**config.mk**
```make
export PLATFORM = sky130hd
export DESIGN_NAME = hazard_scoreboard
export DESIGN_NICKNAME = d
export VERILOG_FILES = /design/src/rtl/hazard_pkg.sv /design/src/rtl/hazard_tag_pipe.sv /design/src/rtl/hazard_scoreboard.sv
export SDC_FILE = /design/constraint.sdc
export NUM_CORES = 1
export LEC_CHECK = 0
export ABC_AREA = 1
export BUFFER_PORTS_ARGS = -buffer_cell sky130_fd_sc_hd__buf_2
export CAP_MARGIN = 20
export CORE_UTILIZATION = 55
export CTS_BUF_LIST = sky130_fd_sc_hd__clkbuf_4
export DETAILED_ROUTE_END_ITERATION = 10
export PLACE_DENSITY = 0.89
export SLEW_MARGIN = 30
export SYNTH_ARGS = -nofsm -noshare
export SYNTH_HDL_FRONTEND = slang
export SYNTH_SLANG_ARGS = --single-unit
```
**constraint.sdc**
```tcl
create_clock -name clk -period 3 [get_ports clk]
set_input_delay 0.45 -clock clk [delete_from_list [all_inputs] [get_ports clk]]
set_output_delay 0.45 -clock clk [all_outputs]
set_load 0.05 [all_outputs]
```
**src/rtl/hazard_pkg.sv**
```systemverilog
// Shared definitions for the hazard scoreboard: RV32I major opcodes, forwarding
// select encodings and a small opcode decoder used at the ID stage.
package hazard_pkg;

    localparam logic [6:0] OP_R     = 7'b0110011;
    localparam logic [6:0] OP_I     = 7'b0010011;
    localparam logic [6:0] OP_L     = 7'b0000011;
    localparam logic [6:0] OP_S     = 7'b0100011;
    localparam logic [6:0] OP_B     = 7'b1100011;
    localparam logic [6:0] OP_J     = 7'b1101111;
    localparam logic [6:0] OP_JALR  = 7'b1100111;
    localparam logic [6:0] OP_LUI   = 7'b0110111;
    localparam logic [6:0] OP_AUIPC = 7'b0010111;

    localparam logic [1:0] FWD_RF    = 2'b00;
    localparam logic [1:0] FWD_EXMEM = 2'b01;
    localparam logic [1:0] FWD_MEMWB = 2'b10;

    typedef struct packed {
        logic use_rs1;
        logic use_rs2;
        logic writes_rd;
        logic is_load;
    } decode_t;

    // Unknown opcodes read nothing and write nothing, so they can never hazard.
    function automatic decode_t decode_op(input logic [6:0] op);
        decode_t d;
        d = '0;
        case (op)
            OP_R:     begin d.use_rs1 = 1'b1; d.use_rs2 = 1'b1; d.writes_rd = 1'b1; end
            OP_I:     begin d.use_rs1 = 1'b1; d.writes_rd = 1'b1; end
            OP_L:     begin d.use_rs1 = 1'b1; d.writes_rd = 1'b1; d.is_load = 1'b1; end
            OP_S:     begin d.use_rs1 = 1'b1; d.use_rs2 = 1'b1; end
            OP_B:     begin d.use_rs1 = 1'b1; d.use_rs2 = 1'b1; end
            OP_J:     d.writes_rd = 1'b1;
            OP_JALR:  begin d.use_rs1 = 1'b1; d.writes_rd = 1'b1; end
            OP_LUI:   d.writes_rd = 1'b1;
            OP_AUIPC: d.writes_rd = 1'b1;
            default:  d = '0;
        endcase
        return d;
    endfunction

endpackage

```
**src/rtl/hazard_tag_pipe.sv**
```systemverilog
// Shift register of in-flight destination tags (entry 0 = EX) with per-stage
// match flags for two source registers.
module hazard_tag_pipe #(
    parameter int REG_ADDR_WIDTH = 5,
    parameter int PIPE_DEPTH     = 3
) (
    input  logic                      clk,
    input  logic                      rst,
    input  logic                      insert,
    input  logic [REG_ADDR_WIDTH-1:0] ins_rd,
    input  logic                      ins_is_load,
    input  logic [REG_ADDR_WIDTH-1:0] rs1,
    input  logic [REG_ADDR_WIDTH-1:0] rs2,
    output logic [PIPE_DEPTH-1:0]     match_rs1,
    output logic [PIPE_DEPTH-1:0]     match_rs2,
    output logic [PIPE_DEPTH-1:0]     is_load
);

    logic [PIPE_DEPTH-1:0]     valid_q;
    logic [PIPE_DEPTH-1:0]     load_q;
    logic [REG_ADDR_WIDTH-1:0] rd_q [PIPE_DEPTH];

    always_ff @(posedge clk) begin
        if (rst) begin
            valid_q <= '0;
            load_q  <= '0;
            for (int k = 0; k < PIPE_DEPTH; k++) rd_q[k] <= '0;
        end else begin
            valid_q <= {valid_q[PIPE_DEPTH-2:0], insert};
            load_q  <= {load_q[PIPE_DEPTH-2:0], insert & ins_is_load};
            rd_q[0] <= ins_rd;
            for (int k = 1; k < PIPE_DEPTH; k++) rd_q[k] <= rd_q[k-1];
        end
    end

    // x0 is never tracked as a producer nor considered as a consumer.
    always_comb begin
        match_rs1 = '0;
        match_rs2 = '0;
        for (int k = 0; k < PIPE_DEPTH; k++) begin
            match_rs1[k] = valid_q[k] && (rd_q[k] == rs1) && (rs1 != '0);
            match_rs2[k] = valid_q[k] && (rd_q[k] == rs2) && (rs2 != '0);
        end
    end

    assign is_load = load_q;

endmodule

```
**src/rtl/hazard_scoreboard.sv**
```systemverilog
// ID-side hazard unit: decodes the ID opcode, tracks in-flight writes and
// produces stall/flush plus EX-aligned registered forwarding selects.
module hazard_scoreboard
    import hazard_pkg::*;
#(
    parameter int REG_ADDR_WIDTH = 5,
    parameter int PIPE_DEPTH     = 3,
    parameter int FORWARD        = 1,
    parameter int RF_BYPASS      = 0,
    parameter int CNT_WIDTH      = 32
) (
    input  logic                      clk,
    input  logic                      rst,
    input  logic                      id_valid,
    input  logic [6:0]                id_opcode,
    input  logic [REG_ADDR_WIDTH-1:0] id_rs1,
    input  logic [REG_ADDR_WIDTH-1:0] id_rs2,
    input  logic [REG_ADDR_WIDTH-1:0] id_rd,
    input  logic                      ex_redirect,
    output logic                      flush,
    output logic                      stall,
    output logic [1:0]                ex_fwd_rs1,
    output logic [1:0]                ex_fwd_rs2,
    output logic [CNT_WIDTH-1:0]      stall_cnt,
    output logic [CNT_WIDTH-1:0]      flush_cnt
);

    decode_t               dec;
    logic                  issue;
    logic                  insert;
    logic                  hazard;
    logic [PIPE_DEPTH-1:0] raw_m1, raw_m2, m1, m2, ld;

    assign dec = decode_op(id_opcode);

    assign issue  = id_valid & ~stall & ~flush;
    assign insert = issue & dec.writes_rd & (id_rd != '0);

    hazard_tag_pipe #(
        .REG_ADDR_WIDTH (REG_ADDR_WIDTH),
        .PIPE_DEPTH     (PIPE_DEPTH)
    ) u_tag_pipe (
        .clk         (clk),
        .rst         (rst),
        .insert      (insert),
        .ins_rd      (id_rd),
        .ins_is_load (dec.is_load),
        .rs1         (id_rs1),
        .rs2         (id_rs2),
        .match_rs1   (raw_m1),
        .match_rs2   (raw_m2),
        .is_load     (ld)
    );

    assign m1 = raw_m1 & {PIPE_DEPTH{dec.use_rs1}};
    assign m2 = raw_m2 & {PIPE_DEPTH{dec.use_rs2}};

    function automatic logic stage_stalls(input int k, input logic is_ld);
        if (RF_BYPASS != 0 && k == PIPE_DEPTH - 1) return 1'b0;
        if (FORWARD == 0) return 1'b1;
        if (k == 0) return is_ld;
        if (k == 1) return 1'b0;
        return 1'b1;
    endfunction

    // Walk oldest to youngest so the youngest matching producer wins.
    function automatic logic src_stalls(input logic [PIPE_DEPTH-1:0] m,
                                        input logic [PIPE_DEPTH-1:0] l);
        logic s;
        s = 1'b0;
        for (int k = PIPE_DEPTH - 1; k >= 0; k--)
            if (m[k]) s = stage_stalls(k, l[k]);
        return s;
    endfunction

    function automatic logic [1:0] fwd_sel(input logic [PIPE_DEPTH-1:0] m);
        logic [1:0] f;
        f = FWD_RF;
        for (int k = PIPE_DEPTH - 1; k >= 0; k--)
            if (m[k]) f = (k == 0) ? FWD_EXMEM : (k == 1) ? FWD_MEMWB : FWD_RF;
        return f;
    endfunction

    assign hazard = src_stalls(m1, ld) | src_stalls(m2, ld);
    assign flush  = ex_redirect & ~rst;
    assign stall  = id_valid & hazard & ~flush & ~rst;

    always_ff @(posedge clk) begin
        if (rst) begin
            ex_fwd_rs1 <= FWD_RF;
            ex_fwd_rs2 <= FWD_RF;
        end else if (issue && FORWARD != 0) begin
            ex_fwd_rs1 <= fwd_sel(m1);
            ex_fwd_rs2 <= fwd_sel(m2);
        end else begin
            ex_fwd_rs1 <= FWD_RF;
            ex_fwd_rs2 <= FWD_RF;
        end
    end

    always_ff @(posedge clk) begin
        if (rst) begin
            stall_cnt <= '0;
            flush_cnt <= '0;
        end else begin
            stall_cnt <= stall_cnt + CNT_WIDTH'(stall);
            flush_cnt <= flush_cnt + CNT_WIDTH'(flush);
        end
    end

endmodule

```
==> summary.txt <==
Run status
  – Status: finished clean

Die
  – Starting density of the core: 57.6%
  – Row count: 33
  – Core Box Area: 8300 um2
  – Die ar.: 9070 um2
  – Die height: 95.2 um
  – Die Span X: 95.2 um
  – I/O pin count: 96

Logic synthesis
  – Post-synth EDFFs: 0
  – Post-synthesis instance total: 722
  – Ys Warns: 0
  – Synth Net Count: 752
  – Avg Inst Size Synth: 6.62 um2
  – #FFs+latches synth: 87
  – Post-synth ARST share: 0%
  – Register area share after synthesis: 36.4%
  – Yosys cell types: 41
  – Netlist Area Pre-Place: 4780 um2
  – Ys flop type: dfxtp_1

Final layout
  – # diodes: 0
  – Area occupied by multi-input gates: 2640 um2
  – Most common cell after layout, fill and taps aside: nand2_1
  – Commonest non-fill, non-tap cells in the layout: nand2_1 (180), nor2_1 (99), buf_2 (95), inv_1 (88), dfxtp_1 (80)
  – Area growth syn-to-layout: 16.8%
  – Final layout net count: 857
  – Reg area: 1750 um2
  – Final Non-Filler Cells: 937
  – Fillers: 739
  – Share of cells above drive strength 1: 25.6%

Clock network
  – Clk_lat worst skew: 430 ps
  – CTS Buf Count: 9
  – CTS hold repair buffers: 0
  – TritonCTS clock tree: built
  – Clk pin slew, worst setup/hold paths: 140 ps
  – H-tree depth: 3
  – Root Driver: clkbuf_4
  – Num Clock Sinks: 87
  – CTS max path bufs: 2

Pwr
  – Combinational fraction of design power: 7.1%
  – Net switching power: 0.000525 W
  – Power per cell area: 344 nW/um2
  – Total chip power: 0.00192 W
  – Peak supply drop: 0.209 mV
  – Static leakage: 2.40 nW
  – P_int: 0.00140 W
  – Sequential power share: 61.2%
  – Switch share: 27.3%
  – Clock Power Share: 31.7%

STA
  – Final Slew Violations: 0
  – Worst slew pin tran: 395 ps
  – Setup_tns: 0 ps
  – Max_slew headroom: 73.7%
  – Final setup skew: 16.0 ps
  – Finish-stage setup viols: 0
  – Min cycle time layout: 2760 ps
  – Final hold viol count: 0
  – Crit share post-route: 91.9%
  – F_max: 363 MHz

Placed design
  – Gpl congestion: 1.02
  – Buffers on Ports: 95
  – Final HPWL DP: 9510 um
  – Placed insts: 918

Worst hold path
  – WHS Path Cells: 3
  – Worst hold path class: in2reg
  – Min-delay src: id_rd[3]

GRT
  – First-pass GRT wire length: 20100 um
  – Pin count of the biggest net entering global routing: 36
  – Grt ovf: 0
  – Initial antenna violation count: 0
  – Total track usage: 28.2%
  – Vias in the first global route: 4509

Flow run
  – # Max-Cap Violations: 0

Critical path
  – WS Path Type: reg2reg
  – Reg2Reg Launch Point: u_tag_pipe.rd_q[0][7]$_SDFF_PP0_
  – Cells along the critical path: inv_1, o21ai_0, nor2_1, nand3_1, nand2_1, nor2_1, nor2_2, a21oi_4, ha_4, ha_1, nand2_2, nor2_4, nand3_2, nor2_4, inv_2, nor3_4, nand2_1, o21ai_1, a21oi_1
  – CP max stage delay: 390 ps
  – Crit Path Max Fanout: 4
  – Crit. End Element: register
  – Worst setup startpoint: u_tag_pipe.rd_q[0][7]$_SDFF_PP0_
  – Slowest cell on crit path: dfxtp_1
  – Required @ worst endpoint: 3330 ps
  – Path depth of the worst reg2reg path: 19
  – Startpoint Class: register
  – CP arrival: 3090 ps

Routing
  – DR vias: 5023
  – Vias per cell: 5.36
  – DRC: 0
  – 1st-iter DRT viols: 219
  – Wire per inst: 13.2 um
  – DRT Wirelength: 12400 um
  – Routed Antenna Nets: 0
  – Drt pass-1 iters: 5
critical path, delay by kind of cell (launching register included):
kind / cells / cell delay, ps
AOI/OAI and AO/OA: 4 / 540
adders and majority gates: 2 / 330
buffers and inverters: 2 / 150
DFF: 1 / 390
and+or+nand+nor: 11 / 1240
stage by stage:
step           util [%]  setup slack [ps]  instance area [um2]  hold slack, ps
2_1_floorplan         -             -14.5                 4800             413
5_1_grt            67.3             -18.4                 5590             178
4_1_cts            66.6               168                 5530             204
3_3_place_gp       65.1               108                 5410             442
3_5_place_dp       65.1             -19.4                 5410             447
6_report           67.3               244                 5590             217
cell families (layout without fill, tap and decap cells):
group / Yosys count / in the layout / share of synthesized area [%]
and+or+nand+nor: 430 / 430 / 43.3
adders and majority gates: 4 / 4 / 1.05
xor gates and xnor gates: 7 / 7 / 1.28
buffers and inverters: 117 / 227 / 9.18
DFF: 87 / 87 / 36.4
AOI/OAI and AO/OA: 77 / 77 / 8.79
power by group through the flow:
stage	Clock, W	Sequential [W]	Combinational (W)
4_1_cts	0.000621	0.00117	0.000135
3_5_place_dp	0	0.00120	0.000134
5_1_grt	0.000679	0.00118	0.000155
2_1_floorplan	0	0.00120	0.0000802
6_report	0.000609	0.00118	0.000137
3_3_place_gp	0	0.00120	0.000131
area by class of cell:
type / count / share of cell area, %
clock buffers: 10 / 1.34
clock inverters: 6 / 0.806
inverters: 108 / 7.26
multi-input cells: 518 / 47.3
flip-flops and latches: 87 / 31.3
well taps: 105 / 2.35
repair buffers: 103 / 9.59
metal layers:
| metal | share of wire [%] | track usage, % |
|---|---|---|
| met1 | 44 | 37.4 |
| met2 | 47 | 47.0 |
| met3 | 7.8 | 4.94 |
| met4 | 1.8 | 7.83 |
| met5 | 0 | 0 |
path summary, 6_finish.rpt:
kind,end,slack [ps]
worst max-delay path,stall_cnt[18]$_SDFF_PP0_,240
worst min-delay path,u_tag_pipe.rd_q[0][3]$_SDFF_PP0_,220
worst max register to register,stall_cnt[18]$_SDFF_PP0_,240
worst min register to register,u_tag_pipe.valid_q[2]$_SDFF_PP0_,470
state kept, by name (all words and copies together), names as in the netlist:
signal	flops
u_tag_pipe.valid_q	3
ex_fwd_rs2	2
u_tag_pipe.is_load	1
u_tag_pipe.rd_q	15
flush_cnt	32
ex_fwd_rs1	2
stall_cnt	32
Yosys cell counts (all sizes together) (5+ instances only):
library cell	number	area [um2]
nor2	123	568
xor2	5	43.8
clkbuf	9	33.8
nand4	16	100
nor3	34	223
inv	107	402
a21oi	41	205
o21ai	23	115
nor4	7	68.8
dfxtp	87	1740
or2	18	113
nand2	194	773
nand3	32	170
what timing repair did:
item / CTS / global route
endpoints found under the setup margin: 0 / 12
gates resized for setup: 0 / 14
buffers inserted: 0 / 3
No activity file was read; power rests on OpenSTA's default activity.
